File: src/rtl/delay_ctrl.sv
// delay_ctrl: run-time programmable bitstream delay line with config handshake and fill tracking
module delay_ctrl #(
    parameter int WIDTH         = 1,
    parameter int MAX_DELAY     = 16,
    parameter int DW            = 5,
    parameter int DEFAULT_DELAY = 1
) (
    input  logic             CLK,
    input  logic             nRST,
    input  logic             en,
    input  logic [WIDTH-1:0] x,
    input  logic             cfg_valid,
    input  logic [DW-1:0]    cfg_delay,
    output logic             cfg_ready,
    output logic [WIDTH-1:0] y,
    output logic             y_valid
);
    localparam int AW = (MAX_DELAY > 1) ? $clog2(MAX_DELAY) : 1;

    typedef enum logic {FILL, RUN} state_t;

    logic [WIDTH-1:0] mem [MAX_DELAY];
    logic [AW-1:0]    wptr;
    logic [AW-1:0]    rd;
    logic [DW:0]      rd_sum;
    logic [DW-1:0]    d;
    logic [DW-1:0]    d_new;
    logic [DW-1:0]    fill_cnt;
    logic             accept;
    state_t           state;

    // accept decode, delay clamp and modular read address
    always_comb begin
        accept = (state == RUN) && cfg_valid;
        d_new  = (cfg_delay == '0) ? DW'(1) :
                 (cfg_delay > DW'(MAX_DELAY)) ? DW'(MAX_DELAY) : cfg_delay;
        rd_sum = (DW+1)'(wptr) + (DW+1)'(MAX_DELAY) - (DW+1)'(d);
        rd     = AW'((rd_sum >= (DW+1)'(MAX_DELAY)) ? rd_sum - (DW+1)'(MAX_DELAY) : rd_sum);
    end

    assign y_valid   = (state == RUN);
    assign cfg_ready = (state == RUN);
    assign y         = y_valid ? mem[rd] : '0;

    // circular buffer: write one sample per enabled edge, wrap with no bubble
    always_ff @(posedge CLK) begin
        if (!nRST) begin
            for (int i = 0; i < MAX_DELAY; i++) mem[i] <= '0;
            wptr <= '0;
        end else if (en) begin
            mem[wptr] <= x;
            wptr      <= (wptr == AW'(MAX_DELAY - 1)) ? '0 : wptr + AW'(1);
        end
    end

    // fill/run control; the write on an accept edge is not counted toward the fill
    always_ff @(posedge CLK) begin
        if (!nRST) begin
            state    <= FILL;
            d        <= DW'(DEFAULT_DELAY);
            fill_cnt <= '0;
        end else if (accept) begin
            state    <= FILL;
            d        <= d_new;
            fill_cnt <= '0;
        end else if (en && state == FILL) begin
            if (fill_cnt == d - DW'(1)) state <= RUN;
            else fill_cnt <= fill_cnt + DW'(1);
        end
    end
endmodule
File: config.mk
export PLATFORM = sky130hd
export DESIGN_NAME = delay_ctrl
export DESIGN_NICKNAME = d
export VERILOG_FILES = /design/src/rtl/delay_ctrl.sv
export SDC_FILE = /design/constraint.sdc
export NUM_CORES = 1
export LEC_CHECK = 0
export ABC_AREA = 0
export ABC_CLOCK_PERIOD_IN_PS = 2660
export CAP_MARGIN = 20
export CORE_AREA = 3 3 84 86
export DETAILED_ROUTE_END_ITERATION = 16
export DIE_AREA = 0 0 87 89
export GPL_ROUTABILITY_DRIVEN = 0
export SYNTH_ARGS = -nofsm -noshare
export SYNTH_HDL_FRONTEND = slang
export SYNTH_SLANG_ARGS = --single-unit
File: constraint.sdc
create_clock -name CLK -period 2.66 [get_ports CLK]
set_input_delay 0.798 -clock CLK [delete_from_list [all_inputs] [get_ports CLK]]
set_output_delay 0.798 -clock CLK [all_outputs]
set_load 0.01 [all_outputs]
==> report_table.html, run 1 <==
<table>
<tr><th>Metric</th><th>Value</th></tr>
<tr><th colspan="2">Worst setup path</th></tr>
<tr><td>Launching element type of the critical path</td><td>flop</td></tr>
<tr><td>Largest fanout on the critical path</td><td>4</td></tr>
<tr><td>Register-to-register setup slack</td><td>about 0.66 ns</td></tr>
<tr><td>Worst reg2reg startpoint</td><td>d[0]</td></tr>
<tr><td>Critical path capture point type</td><td>output pin</td></tr>
<tr><td>CP Class</td><td>flop to output pin</td></tr>
<tr><td>Signal arrival time at the worst endpoint</td><td>2.41 ns</td></tr>
<tr><td>Reg2reg end</td><td>fill_cnt[4]</td></tr>
<tr><td>Number of cells traversed by the worst register-to-register path</td><td>9</td></tr>
<tr><td>CP Data Required Time</td><td>1.86 ns</td></tr>
<tr><th colspan="2">Synthesis</th></tr>
<tr><td>Synth top area cells</td><td>sky130_fd_sc_hd__dfxtp_1 35%, sky130_fd_sc_hd__mux2i_1 11%, sky130_fd_sc_hd__nor2b_1 9.9%</td></tr>
<tr><td>Library cell with the largest summed area after synthesis</td><td>sky130_fd_sc_hd__dfxtp_1</td></tr>
<tr><td>Number of synthesized flops with an enable pin</td><td>0</td></tr>
<tr><td>Register bit total from synthesis</td><td>31</td></tr>
<tr><td>Sequential fraction of the synthesis area</td><td>between 30% and 40%</td></tr>
<tr><td>Most used flip-flop cell after synthesis</td><td>sky130_fd_sc_hd__dfxtp_1</td></tr>
<tr><td>Post-Synthesis Cells</td><td>about 190</td></tr>
<tr><td>Share of flip-flops with an asynchronous set or reset after synthesis</td><td>0%</td></tr>
<tr><td>Synth warnings</td><td>0</td></tr>
<tr><td>Fraction of synthesized cell area taken by the top area cell type</td><td>35.0%</td></tr>
<tr><td>Per-instance average area after synthesis</td><td>around 9.4 sq um</td></tr>
<tr><td>Number of nets produced by synthesis</td><td>209</td></tr>
<tr><td>Post-synth cell types</td><td>35</td></tr>
<tr><td>Synthesized area</td><td>~1800 sq um</td></tr>
<tr><th colspan="2">CTS</th></tr>
<tr><td>Worst-case clock buffer depth</td><td>2</td></tr>
<tr><td>Clock latency on the worst-skew pair</td><td>about 0.29 ns</td></tr>
<tr><td>Buffer type at the clock tree root</td><td>sky130_fd_sc_hd__clkbuf_8</td></tr>
<tr><td>Post-CTS repair timing setup buffer count</td><td>0</td></tr>
<tr><td>CTS tree</td><td>yes</td></tr>
<tr><td>Number of levels in the clock H-tree</td><td>2</td></tr>
<tr><td>Total CTS buffers</td><td>5</td></tr>
<tr><td>Clock input transition at the sequential cells of the worst setup and hold paths</td><td>0.07 ns</td></tr>
<tr><td>Sinks on the clock net</td><td>31</td></tr>
<tr><th colspan="2">Routing</th></tr>
<tr><td>Post-route antenna net violation count</td><td>0</td></tr>
<tr><td>Number of DRC violations after detailed-routing iteration 0</td><td>53</td></tr>
<tr><td>Mean number of vias per cell</td><td>4.79</td></tr>
<tr><td>DR WL/cell</td><td>12.8 um</td></tr>
<tr><td>Via count</td><td>about 1400</td></tr>
<tr><td>DRC violation count after routing</td><td>0</td></tr>
<tr><td>Final routed wirelength across all metal layers</td><td>approximately 3.8 mm</td></tr>
<tr><td>Number of iterations in the first detailed-routing pass</td><td>4</td></tr>
<tr><th colspan="2">Pwr</th></tr>
<tr><td>Static Leakage</td><td>roughly 0.9 nW</td></tr>
<tr><td>Combinational group share of total power</td><td>between 20 and 30%</td></tr>
<tr><td>Proportion of power drawn by the clock network</td><td>32.7%</td></tr>
<tr><td>Sw Ratio</td><td>just under 30%</td></tr>
<tr><td>Internal power</td><td>roughly 0.00090 W</td></tr>
<tr><td>P_sw</td><td>around 0.00038 W</td></tr>
<tr><td>Fraction of power consumed by sequential logic</td><td>a little under 40%</td></tr>
<tr><td>PwrDens</td><td>a little under 600 nW/um^2</td></tr>
<tr><td>Highest ir drop seen on vdd</td><td>approximately 380 uV</td></tr>
<tr><td>Overall power of the completed layout</td><td>roughly 0.0013 W</td></tr>
<tr><th colspan="2">Floorplan</th></tr>
<tr><td>Initial core utilization</td><td>around 28%</td></tr>
<tr><td>Total Die Area</td><td>7740 sq um</td></tr>
<tr><td>Y dimension of the die</td><td>a little under 90 um</td></tr>
<tr><td>I/O pin cnt</td><td>13</td></tr>
<tr><td>Placeable core region</td><td>roughly 6300 sq um</td></tr>
<tr><td>X dimension of the die</td><td>87 um</td></tr>
<tr><td>Std cell rows</td><td>29</td></tr>
<tr><th colspan="2">STA</th></tr>
<tr><td>Total of endpoints with negative setup slack in the final report</td><td>1</td></tr>
<tr><td>Fmax achieved</td><td>a little over 0.3 GHz</td></tr>
<tr><td>Final Slew Violations</td><td>0</td></tr>
<tr><td>Final setup margin</td><td>-0.549 ns</td></tr>
<tr><td>Final hold violations</td><td>0</td></tr>
<tr><td>RSZ-0062 raised after global routing</td><td>yes</td></tr>
<tr><td>Final worst-path cycle share</td><td>121%</td></tr>
<tr><td>Post-route minimum period</td><td>between 3 and 4 ns</td></tr>
<tr><td>Relative slew margins</td><td>a little over three fifths</td></tr>
<tr><td>Post-route clock skew</td><td>0.00585 ns</td></tr>
<tr><td>Actual slew at the worst max-slew pin</td><td>0.556 ns</td></tr>
<tr><th colspan="2">Worst hold path</th></tr>
<tr><td>Number of cells traversed by the worst hold path</td><td>2</td></tr>
<tr><td>Worst Hold Class</td><td>flop to flop</td></tr>
<tr><td>Launch instance of the worst min-delay path</td><td>d[4]</td></tr>
<tr><td>Endpoint of the worst hold-timing path</td><td>d[4]</td></tr>
<tr><th colspan="2">Global route</th></tr>
<tr><td>Number of antenna violations at the first check in global routing</td><td>0</td></tr>
<tr><td>Global-route wire length before repair</td><td>6.55 mm</td></tr>
<tr><td>Total routing usage reported by global routing</td><td>about 11%</td></tr>
<tr><td>Global-route congestion overflow total</td><td>0</td></tr>
<tr><td>Pin count of the biggest net entering global routing</td><td>23</td></tr>
<tr><td>Number of global-route vias before repair</td><td>~1400</td></tr>
<tr><th colspan="2">Run status</th></tr>
<tr><td>Violations in the final reports</td><td>negative setup slack</td></tr>
<tr><td>Result of the run</td><td>finished, violations left</td></tr>
<tr><th colspan="2">Placement</th></tr>
<tr><td>Count of port buffers added during placement</td><td>12</td></tr>
<tr><td>Place WS</td><td>-0.615 ns</td></tr>
<tr><td>Placed wire-length estimate after detailed placement</td><td>2.76 mm</td></tr>
<tr><th colspan="2">Final layout</th></tr>
<tr><td>Number of nets in the layout</td><td>approximately 240</td></tr>
<tr><td>Fraction of layout instances using a drive strength above 1</td><td>between 10% and 20%</td></tr>
<tr><td>Area growth from synthesis to layout</td><td>23.6%</td></tr>
<tr><td>Antenna Cells</td><td>0</td></tr>
<tr><th colspan="2">Job</th></tr>
<tr><td>Number of max-cap violations</td><td>0</td></tr>
</table>
-- registers in the layout (all words and copies together) (netlist names) --
signal and count:
mem 16, d 5, fill_cnt 5, wptr 4
cfg_ready 1
-- layer usage --
layer	vias up	share of wire, %	global-route usage, %
met3	3	5.1	3.04
met1	648	48	14.3
met5	-	0	0
met2	28	46	17.5
li1	724	-	-
met4	0	0.72	2.12
-- area by class of cell --
type / count / area [sq um]
fillers: 638 / 4160
repair buffers: 28 / 235
inverters: 7 / 26.3
clock buffers: 7 / 96.3
flip-flops and latches: 31 / 623
multi-input cells: 142 / 1100
clock inverters: 1 / 7.51
well taps: 77 / 96.3
-- through the flow --
step | hold slack, ns | util, % | instances | setup TNS (ns) | instance area, sq um
global route | 0.522 | 34.5 | 293 | -0.657 | 2190
finish | 0.483 | 34.5 | 293 | -0.549 | 2190
CTS | 0.486 | 34.5 | 293 | -0.583 | 2190
detailed placement | 0.477 | 32.9 | 285 | -0.615 | 2090
global placement | 0.478 | 32.9 | 285 | -0.555 | 2090
floorplan | 0.457 | - | 189 | -0.0938 | 1800
-- cell usage after synthesis (6+ instances only) --
| cell | count |
|---|---|
| sky130_fd_sc_hd__dfxtp_1 | 31 |
| sky130_fd_sc_hd__mux2i_1 | 19 |
| sky130_fd_sc_hd__o21ai_0 | 7 |
| sky130_fd_sc_hd__clkbuf_1 | 6 |
| sky130_fd_sc_hd__nand2_1 | 8 |
| sky130_fd_sc_hd__inv_1 | 7 |
| sky130_fd_sc_hd__nand3_1 | 13 |
| sky130_fd_sc_hd__nor2b_1 | 28 |
| sky130_fd_sc_hd__a21oi_1 | 10 |
| sky130_fd_sc_hd__ha_1 | 9 |
| sky130_fd_sc_hd__nand4_1 | 6 |
-- worst max-delay path: stages, from the launching register on --
cell and delay [ns]:
sky130_fd_sc_hd__dfxtp_2 0.33, sky130_fd_sc_hd__inv_2 0.06, sky130_fd_sc_hd__ha_4 0.13, sky130_fd_sc_hd__inv_2 0.03
sky130_fd_sc_hd__fa_2 0.60, sky130_fd_sc_hd__mux4_2 0.54, sky130_fd_sc_hd__mux2i_1 0.18, sky130_fd_sc_hd__a311oi_2 0.11
sky130_fd_sc_hd__buf_2 0.15
-- repair_timing --
item	in CTS	in global routing
setup endpoints to repair	1	1
resized for setup	4	0
hold buffers	0	0
pin swaps	1	0
-- power by group through the flow --
stage / logic [W] / clock network, W / registers, W
finish: 0.000359 / 0.000421 / 0.000507
global route: 0.000407 / 0.000456 / 0.000512
CTS: 0.000367 / 0.000439 / 0.000507
detailed placement: 0.000368 / 0 / 0.000518
global placement: 0.000360 / 0 / 0.000518
floorplan: 0.000239 / 0 / 0.000525
-- how the worst max path moves through the flow --
stage                       start  to  slack (ns)
after detailed placement  wptr[0]   y       -0.61
after CTS                 wptr[0]   y       -0.58
final                     wptr[0]   y       -0.55
after global routing      wptr[0]   y       -0.66
after floorplan           wptr[0]   y       -0.09
after global placement    wptr[0]   y       -0.55
-- cells by family (layout without fill, tap and decap cells) --
logic type / Yosys count / in the layout / synth area share, %
simple gates: 74 / 74 / 24.4
flops: 31 / 31 / 35.0
compound gates: 27 / 27 / 9.46
mux: 23 / 23 / 15.8
buf+inv: 16 / 43 / 3.81
fa+ha+maj: 10 / 10 / 7.49
xor+xnor: 8 / 8 / 3.95
-- placed cells by master, fill, tap and decap left out, types with 6 or more instances in the layout --
cell	instances
sky130_fd_sc_hd__dfxtp_1	29
sky130_fd_sc_hd__nor2b_1	28
sky130_fd_sc_hd__mux2i_1	19
sky130_fd_sc_hd__buf_4	16
sky130_fd_sc_hd__nand3_1	13
sky130_fd_sc_hd__clkdlybuf4s50_1	11
sky130_fd_sc_hd__a21oi_1	10
sky130_fd_sc_hd__nand2_1	8
sky130_fd_sc_hd__ha_1	8
sky130_fd_sc_hd__o21ai_0	7
sky130_fd_sc_hd__clkbuf_8	7
sky130_fd_sc_hd__nand4_1	6
No activity file was read; power rests on OpenSTA's default activity.
==> run 2, diff against run 1 <==
- REMOVE_ABC_BUFFERS: default -> 1
==> report_table.html, run 2 (synthesis results as in run 1) <==
<table>
<tr><th>Metric</th><th>Value</th></tr>
<tr><th colspan="2">Worst setup path</th></tr>
<tr><td>Critical path buffers and inverters</td><td>3 (unchanged)</td></tr>
<tr><td>Signal arrival time at the worst endpoint</td><td>2.32 ns (-0.09 ns)</td></tr>
<tr><td>Launching element type of the critical path</td><td>flop</td></tr>
<tr><td>CP Class</td><td>flop to output pin</td></tr>
<tr><td>Register-to-register setup slack</td><td>0.65 ns (about the same)</td></tr>
<tr><td>Maximum single-stage delay on the critical path</td><td>0.59 ns (about the same)</td></tr>
<tr><td>Critical path capture point type</td><td>output pin</td></tr>
<tr><td>Chain of cells forming the critical path</td><td>inv_2 -&gt; ha_4 -&gt; inv_2 -&gt; fa_2 -&gt; mux4_2 -&gt; mux2i_1 -&gt; a311oi_1 -&gt; buf_2</td></tr>
<tr><td>Most frequent CP cell</td><td>sky130_fd_sc_hd__inv_2</td></tr>
<tr><td>Cell at the slowest stage of the critical path</td><td>sky130_fd_sc_hd__fa_2</td></tr>
<tr><td>Cell class contributing the biggest share of worst-path delay</td><td>adder cells</td></tr>
<tr><td>Largest fanout on the critical path</td><td>4 (unchanged)</td></tr>
<tr><td>CP Data Required Time</td><td>1.86 ns (about the same)</td></tr>
<tr><th colspan="2">Placement</th></tr>
<tr><td>Count of port buffers added during placement</td><td>12 (unchanged)</td></tr>
<tr><td>Placed wire-length estimate after detailed placement</td><td>2.67 mm (-3.2%)</td></tr>
<tr><td>Placed Cells incl. Taps</td><td>284 (-0.35%)</td></tr>
<tr><th colspan="2">Final layout</th></tr>
<tr><td>Filler Cells Inserted</td><td>625 (-2.0%)</td></tr>
<tr><td>Area growth from synthesis to layout</td><td>24.0%</td></tr>
<tr><td>Flip-flop count of the largest register after layout</td><td>16 (unchanged)</td></tr>
<tr><td>Top reg by flops</td><td>mem</td></tr>
<tr><td>Fraction of layout instances using a drive strength above 1</td><td>18.1% (-0.46 points)</td></tr>
<tr><td>Fin cells</td><td>293 (unchanged)</td></tr>
<tr><td>Most common cell after layout, fill and taps aside</td><td>sky130_fd_sc_hd__dfxtp_1</td></tr>
<tr><td>Most used cells in the layout excluding fill and tap cells</td><td>29 x sky130_fd_sc_hd__dfxtp_1, 28 x sky130_fd_sc_hd__nor2b_1, 19 x sky130_fd_sc_hd__mux2i_1</td></tr>
<tr><td>Leading registers by flop count</td><td>mem (16), d (5), fill_cnt (5)</td></tr>
<tr><td>Antenna Cells</td><td>0 (unchanged)</td></tr>
<tr><td>Number of nets in the layout</td><td>235 (unchanged)</td></tr>
<tr><th colspan="2">Pwr</th></tr>
<tr><td>Internal power</td><td>0.000968 W (+7.2%)</td></tr>
<tr><td>Static Leakage</td><td>0.897 nW (+1.2%)</td></tr>
<tr><td>Proportion of power drawn by the clock network</td><td>36.1% (+3.4 points)</td></tr>
<tr><td>P_sw</td><td>0.000378 W (-1.4%)</td></tr>
<tr><td>Combinational group share of total power</td><td>25.6% (-2.3 points)</td></tr>
<tr><td>Sw Ratio</td><td>28.1% (-1.7 points)</td></tr>
<tr><td>PwrDens</td><td>613 nW/um^2 (+4.2%)</td></tr>
<tr><td>Highest ir drop seen on vdd</td><td>319 uV (-15%)</td></tr>
<tr><td>Fraction of power consumed by sequential logic</td><td>38.3% (-1.1 points)</td></tr>
<tr><td>Overall power of the completed layout</td><td>0.00135 W (+4.6%)</td></tr>
<tr><th colspan="2">CTS</th></tr>
<tr><td>Sinks on the clock net</td><td>31 (unchanged)</td></tr>
<tr><td>Worst-case clock buffer depth</td><td>2 (unchanged)</td></tr>
<tr><td>Clock input transition at the sequential cells of the worst setup and hold paths</td><td>0.07 ns (about the same)</td></tr>
<tr><td>Buffer type at the clock tree root</td><td>sky130_fd_sc_hd__clkbuf_8</td></tr>
<tr><td>Total CTS buffers</td><td>5 (unchanged)</td></tr>
<tr><td>Clock latency on the worst-skew pair</td><td>0.28 ns (about the same)</td></tr>
<tr><td>CTS tree</td><td>yes</td></tr>
<tr><td>Number of levels in the clock H-tree</td><td>2 (unchanged)</td></tr>
<tr><th colspan="2">Floorplan</th></tr>
<tr><td>Std cell rows</td><td>29 (unchanged)</td></tr>
<tr><td>Placeable core region</td><td>6350 sq um (unchanged)</td></tr>
<tr><td>I/O pin cnt</td><td>13 (unchanged)</td></tr>
<tr><td>Total Die Area</td><td>7740 sq um (unchanged)</td></tr>
<tr><td>Y dimension of the die</td><td>89 um (unchanged)</td></tr>
<tr><td>Initial core utilization</td><td>27.9% (unchanged)</td></tr>
<tr><td>X dimension of the die</td><td>87 um (unchanged)</td></tr>
<tr><th colspan="2">STA</th></tr>
<tr><td>Setup tns final</td><td>-0.463 ns (+0.0864 ns)</td></tr>
<tr><td>Final Slew Violations</td><td>0 (unchanged)</td></tr>
<tr><td>Worst hold slack across all endpoints</td><td>0.486 ns (+0.00298 ns)</td></tr>
<tr><td>Final setup margin</td><td>-0.463 ns (+0.0864 ns)</td></tr>
<tr><td>Final hold violations</td><td>0 (unchanged)</td></tr>
<tr><td>Fmax achieved</td><td>0.320 GHz (+2.8%)</td></tr>
<tr><td>Post-route clock skew</td><td>0.00922 ns (+0.00337 ns)</td></tr>
<tr><td>Relative slew margins</td><td>63.2% (+0.40 points)</td></tr>
<tr><td>RSZ-0062 raised after global routing</td><td>yes</td></tr>
<tr><td>Post-route minimum period</td><td>3.12 ns (-0.0864 ns)</td></tr>
<tr><td>Final worst-path cycle share</td><td>117% (-3.2 points)</td></tr>
<tr><td>Total of endpoints with negative setup slack in the final report</td><td>1 (unchanged)</td></tr>
<tr><td>Actual slew at the worst max-slew pin</td><td>0.550 ns (-0.00598 ns)</td></tr>
<tr><th colspan="2">Routing</th></tr>
<tr><td>DR WL/cell</td><td>12.6 um (-1.9%)</td></tr>
<tr><td>Final routed wirelength across all metal layers</td><td>3.69 mm (-1.9%)</td></tr>
<tr><td>Post-route antenna net violation count</td><td>0 (unchanged)</td></tr>
<tr><td>Mean number of vias per cell</td><td>4.59 (-4.1%)</td></tr>
<tr><td>Via count</td><td>1346 (-4.1%)</td></tr>
<tr><td>Number of iterations in the first detailed-routing pass</td><td>4 (unchanged)</td></tr>
<tr><td>DRC violation count after routing</td><td>0 (unchanged)</td></tr>
<tr><td>Number of DRC violations after detailed-routing iteration 0</td><td>43 (-19%)</td></tr>
<tr><th colspan="2">Global route</th></tr>
<tr><td>Global-route wire length before repair</td><td>6.35 mm (-3.0%)</td></tr>
<tr><td>Pin count of the biggest net entering global routing</td><td>24 (+4.3%)</td></tr>
<tr><td>Number of antenna violations at the first check in global routing</td><td>0 (unchanged)</td></tr>
<tr><td>Global-route congestion overflow total</td><td>0 (unchanged)</td></tr>
<tr><td>Total routing usage reported by global routing</td><td>10.5% (-0.27 points)</td></tr>
<tr><td>Number of global-route vias before repair</td><td>1326 (-2.2%)</td></tr>
<tr><th colspan="2">Worst hold path</th></tr>
<tr><td>Worst Hold Class</td><td>flop to flop</td></tr>
<tr><th colspan="2">Job</th></tr>
<tr><td>Number of max-cap violations</td><td>0 (unchanged)</td></tr>
<tr><th colspan="2">Run status</th></tr>
<tr><td>Result of the run</td><td>finished, violations left</td></tr>
<tr><td>Violations in the final reports</td><td>negative setup slack</td></tr>
</table>
-- run 2: area by class of cell --
type | count | area (sq um) | area share [%]
inverters | 7 | 26.3 | 1.20
clock inverters | 2 | 35.0 | 1.59
repair buffers | 28 | 235 | 10.7
clock buffers | 6 | 82.6 | 3.76
well taps | 77 | 96.3 | 4.38
flip-flops and latches | 31 | 623 | 28.4
multi-input cells | 142 | 1100 | 50.0
-- run 2: final timing paths --
check / start / to / cells past startpoint
setup / recovery: wptr[0] / y / 8
hold / removal: d[4] / d[4] / 2
setup reg to reg: d[1] / fill_cnt[4] / 9
hold reg to reg: d[4] / d[4] / 2
-- run 2: worst register-to-register path, stage by stage, from the launching register on --
cell and delay [ns]:
sky130_fd_sc_hd__dfxtp_1 0.34, sky130_fd_sc_hd__inv_1 0.09, sky130_fd_sc_hd__buf_4 0.14, sky130_fd_sc_hd__ha_1 0.19
sky130_fd_sc_hd__and4bb_2 0.23, sky130_fd_sc_hd__o211ai_2 0.13, sky130_fd_sc_hd__a311oi_1 0.07, sky130_fd_sc_hd__buf_4 0.18
sky130_fd_sc_hd__or3_2 0.44, sky130_fd_sc_hd__a21oi_1 0.14
-- run 2: layer usage --
metal | wire length (um) | track usage [%] | vias to the layer above
li1 | - | - | 725
met4 | 44 | 3.40 | 0
met5 | 0 | 0 | -
met1 | 1880 | 14.1 | 600
met2 | 1620 | 16.2 | 16
met3 | 140 | 3.04 | 5
-- run 2: power by group through the flow --
| stage | Clock (W) | Combinational (W) | Sequential (W) |
|---|---|---|---|
| after floorplan | 0 | 0.000193 | 0.000526 |
| after global placement | 0 | 0.000332 | 0.000523 |
| after detailed placement | 0 | 0.000337 | 0.000524 |
| after CTS | 0.000493 | 0.000348 | 0.000517 |
| after global routing | 0.000518 | 0.000386 | 0.000521 |
| final | 0.000485 | 0.000345 | 0.000515 |
-- run 2: stage by stage --
stage          setup WS (ns)  area, sq um  util, %
2_1_floorplan         -0.194         1730        -
4_1_cts               -0.487         2200     34.6
3_5_place_dp          -0.612         2060     32.4
3_3_place_gp          -0.584         2060     32.4
5_1_grt               -0.598         2200     34.6
6_report              -0.463         2200     34.6
-- run 2: timing repair --
action | 4_1_cts | 5_1_grt
hold endpoints to repair | 0 | 0
cloned | 0 | 0
resized for setup | 12 | 0
buffers inserted | 1 | 0
hold buffers | 0 | 0
pin swaps | 3 | 1
setup endpoints to repair | 1 | 1
